## src/rtl/sa_pkg.sv

```systemverilog
// Shared types and helpers for the systolic-array feed controller.
package sa_pkg;

  localparam int LAT_W = 16;

  typedef enum logic [2:0] {
    ST_IDLE,
    ST_CLEAR,
    ST_FEED,
    ST_DRAIN,
    ST_CAPTURE,
    ST_DONE
  } sa_state_e;

  // Cycles for the last operand to skew through the array and leave the far PE.
  function automatic int drain_cyc(input int m, input int n, input int pipe_lat);
    return m + n - 2 + pipe_lat;
  endfunction

  function automatic logic [LAT_W-1:0] sat_inc(input logic [LAT_W-1:0] v);
    return (v == '1) ? v : v + LAT_W'(1);
  endfunction

endpackage

```

## src/rtl/sa_cycle_counter.sv

```systemverilog
// Loadable down-counter with zero flag; load wins over enable, stops at zero.
// Zero flag is decoded straight from the count register.
module sa_cycle_counter #(
  parameter int W = 16
) (
  input  logic         clk,
  input  logic         reset_n,
  input  logic         load_i,
  input  logic [W-1:0] load_val_i,
  input  logic         en_i,
  output logic         zero_o
);

  logic [W-1:0] count_q, count_d;

  always_comb begin
    count_d = count_q;
    if (load_i) begin
      count_d = load_val_i;
    end else if (en_i && (count_q != '0)) begin
      count_d = count_q - W'(1);
    end
  end

  always_ff @(posedge clk or negedge reset_n) begin
    if (!reset_n) begin
      count_q <= '0;
    end else begin
      count_q <= count_d;
    end
  end

  assign zero_o = (count_q == '0);

endmodule

```

## src/rtl/sa_feed_ctrl.sv

```systemverilog
// Sequences one MxKxN systolic product: clear, feed K operand slices, drain, capture, hand off.
// All outputs come from registers; feed_stall sampled at an edge decides whether the next cycle feeds.
module sa_feed_ctrl
  import sa_pkg::*;
#(
  parameter int M        = 4,
  parameter int K        = 4,
  parameter int N        = 4,
  parameter int PIPE_LAT = 1
) (
  input  logic                          clk,
  input  logic                          reset_n,
  input  logic                          start,
  input  logic                          abort,
  input  logic                          feed_stall,
  input  logic                          result_ack,
  output logic                          busy,
  output logic                          acc_clr,
  output logic                          feed_valid,
  output logic [$clog2(K>1?K:2)-1:0]    feed_k,
  output logic                          c_capture,
  output logic                          result_valid,
  output logic [LAT_W-1:0]              lat_cnt
);

  localparam int                KW         = $clog2(K > 1 ? K : 2);
  localparam int                DRAIN_CYC  = drain_cyc(M, N, PIPE_LAT);
  localparam logic [KW-1:0]     K_LAST     = KW'(K - 1);
  localparam logic [LAT_W-1:0]  DRAIN_LOAD = LAT_W'((DRAIN_CYC > 0) ? DRAIN_CYC - 1 : 0);

  sa_state_e        state_q, state_d;
  logic [KW-1:0]    feed_k_q, feed_k_d;
  logic             feed_vld_q, feed_vld_d;
  logic [LAT_W-1:0] cnt_q, cnt_d;
  logic [LAT_W-1:0] lat_q, lat_d;
  logic             drain_load, drain_en, drain_zero;

  sa_cycle_counter #(.W(LAT_W)) u_drain_cnt (
    .clk        (clk),
    .reset_n    (reset_n),
    .load_i     (drain_load),
    .load_val_i (DRAIN_LOAD),
    .en_i       (drain_en),
    .zero_o     (drain_zero)
  );

  always_comb begin
    state_d    = state_q;
    feed_k_d   = feed_k_q;
    feed_vld_d = 1'b0;
    cnt_d      = cnt_q;
    lat_d      = lat_q;
    drain_load = 1'b0;
    drain_en   = 1'b0;

    case (state_q)
      ST_IDLE: begin
        cnt_d = '0;
        if (start) state_d = ST_CLEAR;
      end
      ST_CLEAR: begin
        cnt_d   = sat_inc(cnt_q);
        state_d = ST_FEED;
      end
      ST_FEED: begin
        cnt_d = sat_inc(cnt_q);
        // feed_vld_q marks a transfer in this cycle, so the index advances only after one.
        if (feed_vld_q) begin
          if (feed_k_q == K_LAST) begin
            state_d    = (DRAIN_CYC > 0) ? ST_DRAIN : ST_CAPTURE;
            drain_load = 1'b1;
          end else begin
            feed_k_d = feed_k_q + KW'(1);
          end
        end
      end
      ST_DRAIN: begin
        cnt_d    = sat_inc(cnt_q);
        drain_en = 1'b1;
        if (drain_zero) state_d = ST_CAPTURE;
      end
      ST_CAPTURE: begin
        cnt_d   = sat_inc(cnt_q);
        lat_d   = sat_inc(cnt_q);
        state_d = ST_DONE;
      end
      ST_DONE: begin
        if (result_ack) state_d = ST_IDLE;
      end
      default: state_d = ST_IDLE;
    endcase

    if (abort) begin
      state_d = ST_IDLE;
      lat_d   = lat_q;
    end

    if (state_d == ST_FEED) begin
      feed_vld_d = !feed_stall;
    end else begin
      feed_k_d = '0;
    end
  end

  always_ff @(posedge clk or negedge reset_n) begin
    if (!reset_n) begin
      state_q    <= ST_IDLE;
      feed_k_q   <= '0;
      feed_vld_q <= 1'b0;
      cnt_q      <= '0;
      lat_q      <= '0;
    end else begin
      state_q    <= state_d;
      feed_k_q   <= feed_k_d;
      feed_vld_q <= feed_vld_d;
      cnt_q      <= cnt_d;
      lat_q      <= lat_d;
    end
  end

  assign busy         = (state_q != ST_IDLE);
  assign acc_clr      = (state_q == ST_CLEAR);
  assign c_capture    = (state_q == ST_CAPTURE);
  assign result_valid = (state_q == ST_DONE);
  assign feed_valid   = feed_vld_q;
  assign feed_k       = feed_k_q;
  assign lat_cnt      = lat_q;

endmodule
```

## config.mk

```make
export PLATFORM = sky130hd
export DESIGN_NAME = sa_feed_ctrl
export DESIGN_NICKNAME = d
export VERILOG_FILES = /design/src/rtl/sa_pkg.sv /design/src/rtl/sa_cycle_counter.sv /design/src/rtl/sa_feed_ctrl.sv
export SDC_FILE = /design/constraint.sdc
export NUM_CORES = 1
export LEC_CHECK = 0
export CAP_MARGIN = 30
export CORE_ASPECT_RATIO = 0.9
export CORE_UTILIZATION = 41
export DETAILED_ROUTE_END_ITERATION = 16
export GPL_TIMING_DRIVEN = 1
export MAX_ROUTING_LAYER = met4
export PLACE_DENSITY_LB_ADDON = 0.1
export RECOVER_POWER = 25
export SYNTH_ARGS = -nofsm -noshare
export SYNTH_HDL_FRONTEND = slang
export SYNTH_SLANG_ARGS = --single-unit
export TNS_END_PERCENT = 10
```

## constraint.sdc

```tcl
create_clock -name clk -period 6.3 [get_ports clk]
set_input_delay 1.26 -clock clk [delete_from_list [all_inputs] [get_ports clk]]
set_output_delay 1.26 -clock clk [all_outputs]
set_load 0.02 [all_outputs]
```

==> impl_results.md, run 1 <==
- Psw: ~0.21 mW
- Avg Vias per Cell: 5.58
- Clock Skews: between 0.007 and 0.008 ns
- Final Wtd Congestion: 0.889
- Htree depth: 2
- Die width: 90.2 um
- Met3 WL: 226 um
- Port Buf Inserts: 28
- Clock sinks: 54
- Total GRT Usage: 0.191
- Clock Path Buffers: 2
- Min cycle time layout: 3.77 ns
- ANT cells: 0
- Pwr Density: between 200 and 250 mW/mm2
- Critical path peak fanout: 15
- Final core utilization: 0.500
- Final #Nets: 343
- Mapped Area: 0.00287 mm2
- First-pass GRT wire length: 10800 um
- Final ANT Viol Nets: 0
- Hold Crit Class: reg2reg
- Req. time, crit path: 5.04 ns
- Failing checks: capacitance limit, slew limit
- I/O pin total: 29
- Yosys cell types: 50
- Layout cell share with drive strength beyond 1: 0.0629
- Final Instance Area: around 0.0033 mm2
- HPWL after DPL: 4290 um
- CP Buf/Inv Count: 2
- Post-CTS Setup Bufs: 0
- Iteration-0 DRC Markers: 98
- Post-CTS Hold Fix Bufs: 0
- Yosys reg bits: 54
- Slew margin rel.: -0.959
- Hold Slack: 0.486 ns
- Routed wl met2: 2690 um
- Post-Synthesis Cells: 309
- Synth top area cells: dfrtp_1 47%, o21ai_0 5.2%, nor2_1 4.4%
- Achievable frequency: 265 MHz
- Fin crit share: 0.598
- CTS tree: built
- Die area: 0.00734 mm2
- Clk pwr share: 0.293
- Crit. path cell count: 3
- Overall power: 0.760 mW
- Hold EP: lat_cnt[11]
- RR Startpoint: state_q[0]
- R2R Path End: cnt_q[0]
- Root buffer cell: clkbuf_8
- Post-synth net total: 319
- Register share of total power: 0.516
- Setup_tns: 0 ns
- Number of buffers created by CTS: 5
- Worst setup startpoint: state_q[0]
- Syn_area_per_cell: 9.29 um2
- Share of the synthesized area in the top cell type: 0.471
- Pin count of the biggest net entering global routing: 55
- Total congestion overflow: 0
- Wirelength per Cell: 15.0 um
- Initial antenna violation count: 0
- RSZ-0062 raised after global routing: no
- Drt pass-1 iters: 4
- CTS clk-pin slew, worst paths: 0.10 ns
- Hold Crit Depth: 2
- Slowest stage delay, CP: 0.64 ns
- CP cell instances: nor3_2 > clkinv_1 > clkdlybuf4s50_1
- DRC viols: 0
- Ys Warns: 0
- Sw Ratio: 0.277
- DP Cell Count: 416
- Status: finished with violations
- CP startpoint kind: flop
- Reg2Reg Depth: 5
- Pre-CTS setup slack: approximately 2.9 ns
- Leak: 1.40 nW
- DR top layer: met4
- Least-Margin Pin Slew: 2.94 ns
- Leading area contributor after synthesis: dfrtp_1
- DP Area: 0.00322 mm2
- Post-CTS Resized: 0
- Num rows: 28
- Seq/Total Area, Yosys: 0.471
- Final setup fails: 0
- Gate power share: 0.191
- Initial Utilization: 0.431
- Core area: 0.00666 mm2
- Die Y: ~81 um
- Worst R2R Setup Slack: 3.81 ns
- Worst VDD drop: 0.000122 V
- Hold path start: lat_cnt[11]
- Crit-path slowest cell: clkdlybuf4s50_1
- Crit end category: output pin
- Delay-heaviest family, CP: buffers and inverters
- Routed WL: 6360 um
- Fin. Hold Viols: 0
- Final worst setup slack: between 2 and 3 ns
- Fill count: 672
- Max Cap Violations: 1
- Post-route non-filler standard cell count: between 400 and 500
- Via count: 2364
- Number of global-route vias before repair: 2231
- Int Pwr: 0.550 mW
- WS Path Type: reg2out
- Crit path DAT: 2.51 ns
- Area delta synth->final: 15.9%
- Final Max Tran Viols: 55
- Wl on met1: 3380 um
- Worst-skew pair later-pin latency: 0.31 ns
-- sequential cells by signal, summed over array words and instances (netlist names) --
| name | cells |
|---|---|
| feed_k | 2 |
| state_q | 3 |
| lat_cnt | 16 |
| u_drain_cnt.count_q | 16 |
| feed_valid | 1 |
| cnt_q | 16 |
-- placed cells by master (no fill, tap or decap), types with 7 or more instances in the layout --
cell type	Yosys	layout
a21oi_1	17	17
o21ai_0	30	30
o31ai_1	8	8
clkdlybuf4s50_1	0	27
or3_1	7	7
nor2_1	34	34
nand2_1	26	26
dfrtp_1	54	54
xnor2_1	9	9
clkbuf_8	0	8
nand4_1	7	7
nand3_1	14	14
-- Yosys cell counts, drive strengths merged --
master   count
nand4b       3
a22o         4
a2111oi      1
nand2       26
or2          1
o21ai       33
ha           4
clkbuf      10
nand3b       2
o211ai       2
or4          4
a41oi        3
dfrtp       54
a22oi        1
and3         4
nand2b       3
a211o        1
o311ai       2
o41ai        3
and2         3
mux2i        3
and4         3
nor3b        1
a31oi        6
inv          5
nand4        8
or3          7
buf          3
nor2        34
o22a         1
nor3         7
o31ai        8
nor4         6
clkinv       1
a21oi       17
a21o         2
nand3       14
mux2         1
xnor2        9
o21a         2
o21ba        1
xor2         6
-- cells by family (layout without fill, tap and decap cells) --
| family | count (synthesis) | after routing | synth area share |
|---|---|---|---|
| and+or+nand+nor | 126 | 126 | 0.237 |
| xor gates and xnor gates | 15 | 15 | 0.0458 |
| muxes | 4 | 4 | 0.0144 |
| buffers and inverters | 19 | 44 | 0.0261 |
| AOI/OAI and AO/OA | 87 | 87 | 0.189 |
| DFF | 54 | 54 | 0.471 |
| adders and majority gates | 4 | 4 | 0.0174 |
-- power groups by stage --
stage                     clock network (mW)  logic (mW)  registers [mW]
after global placement                     0       0.146           0.398
after global routing                   0.241       0.160           0.397
after CTS                              0.232       0.148           0.393
after floorplan                            0      0.0491           0.424
after detailed placement                   0       0.147           0.400
final                                  0.223       0.145           0.392
-- worst reg2reg max path: stages (launching register included) --
cell and delay, ns:
dfrtp_1 0.55, nor3_2 0.58, clkinv_1 0.43, nand2_1 0.42
nor2_1 0.11, mux2_2 0.29
-- layout make-up --
class                   count  area [um2]  area share
multi-input cells         236        1450       0.434
flip-flops and latches     54        1350       0.406
repair buffers             30         287      0.0861
well taps                  90         113      0.0338
clock buffers               8         110      0.0331
inverters                   6        22.5     0.00677
-- worst max path at each step --
stage             endpoint  slack [ns]
6_report              busy        2.53
5_1_grt        lat_cnt[15]        1.94
4_1_cts               busy        2.51
3_5_place_dp          busy        2.87
3_3_place_gp          busy        2.94
2_1_floorplan      acc_clr        3.74
-- routing by layer --
layer,track usage,up-vias
met5,-,-
met4,0.0548,0
met3,0.0328,9
met2,0.292,46
met1,0.262,1118
li1,-,1191
Note: power is estimated with default switching activity, not from simulation.
==> run 2, diff against run 1 <==
==> constraint.sdc (replaced) <==
create_clock -name clk -period 3 [get_ports clk]
set_input_delay 0.6 -clock clk [delete_from_list [all_inputs] [get_ports clk]]
set_output_delay 0.6 -clock clk [all_outputs]
set_load 0.02 [all_outputs]
==> impl_results.md, run 2 (same netlist as run 1, synthesis figures left out) <==
- CP cell instances: nor3_2 > buf_4 > clkinv_1 > buf_4 > clkdlybuf4s50_1 (was nor3_2 > clkinv_1 > clkdlybuf4s50_1)
- Most used cell, CP: buf_4
- Register share of total power: 0.510 (was 0.516)
- Clock sinks: 54 (unchanged)
- Gate power share: 0.198 (was 0.191)
- Layout cell share with drive strength beyond 1: 0.0792 (was 0.0629)
- Final setup fails: 0 (unchanged)
- Pwr Density: 475 mW/mm2 (was 228 mW/mm2)
- Routed WL: 6400 um (was 6360 um)
- Pin count of the biggest net entering global routing: 28 (was 55)
- CP startpoint kind: flop (unchanged)
- Final Wtd Congestion: 0.860 (was 0.889)
- Psw: 0.444 mW (was 0.211 mW)
- Achievable frequency: 385 MHz
- Avg Vias per Cell: 5.52 (was 5.58)
- Wirelength per Cell: 14.8 um (was 15.0 um)
- Post-CTS Setup Bufs: 0 (unchanged)
- Req. time, crit path: 2.40 ns (was 5.04 ns)
- Die width: 90.2 um (unchanged)
- Post-CTS Hold Fix Bufs: 0 (unchanged)
- Setup_tns: 0 ns (unchanged)
- RSZ-0062 raised after global routing: no (unchanged)
- Leak: 1.43 nW (was 1.40 nW)
- Sw Ratio: 0.277 (about the same)
- Drt pass-1 iters: 4 (unchanged)
- Area delta synth->final: 17.7% (was 15.9%)
- Number of buffers created by CTS: 5 (unchanged)
- HPWL after DPL: 4460 um (was 4290 um)
- Final Max Tran Viols: 0 (was 55)
- Worst VDD drop: 0.000311 V (was 0.000122 V)
- Clock Path Buffers: 2 (unchanged)
- First-pass GRT wire length: 11200 um (was 10800 um)
- Iteration-0 DRC Markers: 155 (was 98)
- ANT cells: 0 (unchanged)
- Slowest stage delay, CP: 0.54 ns (was 0.64 ns)
- Max Cap Violations: 0 (was 1)
- Total congestion overflow: 0 (unchanged)
- CP Buf/Inv Count: 4 (was 2)
- Fill count: 645 (was 672)
- Status: completed (was finished with violations)
- CTS tree: built (unchanged)
- Delay-heaviest family, CP: buffers and inverters (unchanged)
- Fin crit share: 0.865
- Die Y: 81.4 um (unchanged)
- Via count: 2377 (was 2364)
- Post-CTS Resized: 0 (unchanged)
- Most common cell after layout, fill and taps aside: dfrtp_1 (unchanged)
- Core area: 0.00666 mm2 (unchanged)
- Root buffer cell: clkbuf_8 (unchanged)
- Initial antenna violation count: 0 (unchanged)
- Die area: 0.00734 mm2 (unchanged)
- Crit path DAT: 2.00 ns (was 2.51 ns)
- I/O pin total: 29 (unchanged)
- Slew margin rel.: 0.0278 (was -0.959)
- Highest-count cells in the layout ignoring fill and taps: 54 x dfrtp_1, 34 x nor2_1, 30 x o21ai_0, 27 x clkdlybuf4s50_1, 26 x nand2_1 (unchanged)
- Initial Utilization: 0.431 (unchanged)
- Clk pwr share: 0.291 (was 0.293)
- WS Path Type: reg2out (unchanged)
- Crit end category: output pin (unchanged)
- Clock Skews: 0.0104 ns (was 0.00752 ns)
- Port Buf Inserts: 28 (unchanged)
- Int Pwr: 1.16 mW (was 0.550 mW)
- Num rows: 28 (unchanged)
- Min cycle time layout: 2.60 ns
- Least-Margin Pin Slew: 1.46 ns (was 2.94 ns)
- Fin. Hold Viols: 0 (unchanged)
- Crit-path slowest cell: clkdlybuf4s50_1 (unchanged)
- Final ANT Viol Nets: 0 (unchanged)
- Final worst setup slack: 0.404 ns (was 2.53 ns)
- DRC viols: 0 (unchanged)
- Hold Crit Class: reg2reg (unchanged)
- Critical path peak fanout: 10 (was 15)
- Final #Nets: 350 (was 343)
- Htree depth: 2 (unchanged)
- CTS clk-pin slew, worst paths: 0.10 ns (about the same)
- Number of global-route vias before repair: 2285 (was 2231)
- Worst-skew pair later-pin latency: 0.31 ns (about the same)
- Total GRT Usage: 0.196 (was 0.191)
- Pre-CTS setup slack: 0.738 ns (was 2.87 ns)
-- run 2: metrics by stage --
stage / instances / total power [mW] / hold slack [ns] / util / cell area (um2)
2_1_floorplan: 309 / 0.993 / 0.304 / - / 2870
3_3_place_gp: 423 / 1.16 / 0.463 / 0.492 / 3270
3_5_place_dp: 423 / 1.16 / 0.467 / 0.492 / 3270
4_1_cts: 431 / 1.64 / 0.313 / 0.508 / 3380
5_1_grt: 431 / 1.69 / 0.533 / 0.508 / 3380
6_report: 431 / 1.61 / 0.483 / 0.508 / 3380
-- run 2: path summary, 6_finish.rpt --
kind                            slack [ns]        start  cells after the start          end
worst max-delay path                  0.40   state_q[2]                      5         busy
worst min-delay path                  0.48  lat_cnt[10]                      2  lat_cnt[10]
worst max register to register        0.71     cnt_q[0]                      6     cnt_q[2]
worst min register to register        0.48  lat_cnt[10]                      2  lat_cnt[10]
max in group asynchronous             1.11      reset_n                      2   lat_cnt[9]
min in group asynchronous             0.63      reset_n                      1   lat_cnt[3]
-- run 2: tightest hold or removal path: cells and delay by family, from the launching register on --
family / cells / cell delay [ns]
flops: 1 / 0.35
compound gates: 1 / 0.06
simple gates: 1 / 0.04
-- run 2: layout make-up --
cell class	count	area (um2)	share of cell area
Sequential cell	54	1350	0.400
Multi-Input combinational cell	236	1450	0.428
Timing Repair Buffer	37	338	0.100
Tap cell	90	113	0.0333
Inverter	6	22.5	0.00666
Clock buffer	8	110	0.0326
-- run 2: per-layer routing --
layer  GRT usage  wire length (um)  up-vias
li1            -                 -     1202
met1       0.286              3460     1122
met2       0.282              2650       51
met3      0.0290               242        2
met4      0.0548                40        0
met5           -                 0        -
-- run 2: power groups by stage --
| stage | registers (mW) | clock network [mW] | logic [mW] |
|---|---|---|---|
| finish | 0.820 | 0.468 | 0.318 |
| detailed placement | 0.836 | 0 | 0.323 |
| CTS | 0.821 | 0.489 | 0.325 |
| global route | 0.830 | 0.507 | 0.352 |
| global placement | 0.835 | 0 | 0.320 |
| floorplan | 0.890 | 0 | 0.103 |
==> run 3, diff against run 2 <==
--- a/config.mk
+++ b/config.mk
@@ -8,6 +8,7 @@
 export CAP_MARGIN = 30
 export CORE_ASPECT_RATIO = 0.9
 export CORE_UTILIZATION = 41
+export CTS_BUF_LIST = sky130_fd_sc_hd__clkbuf_8
 export DETAILED_ROUTE_END_ITERATION = 16
 export GPL_TIMING_DRIVEN = 1
 export MAX_ROUTING_LAYER = met4
==> results of run 3 <==
The final DEF is identical to that of run 2; final timing and power are the same.
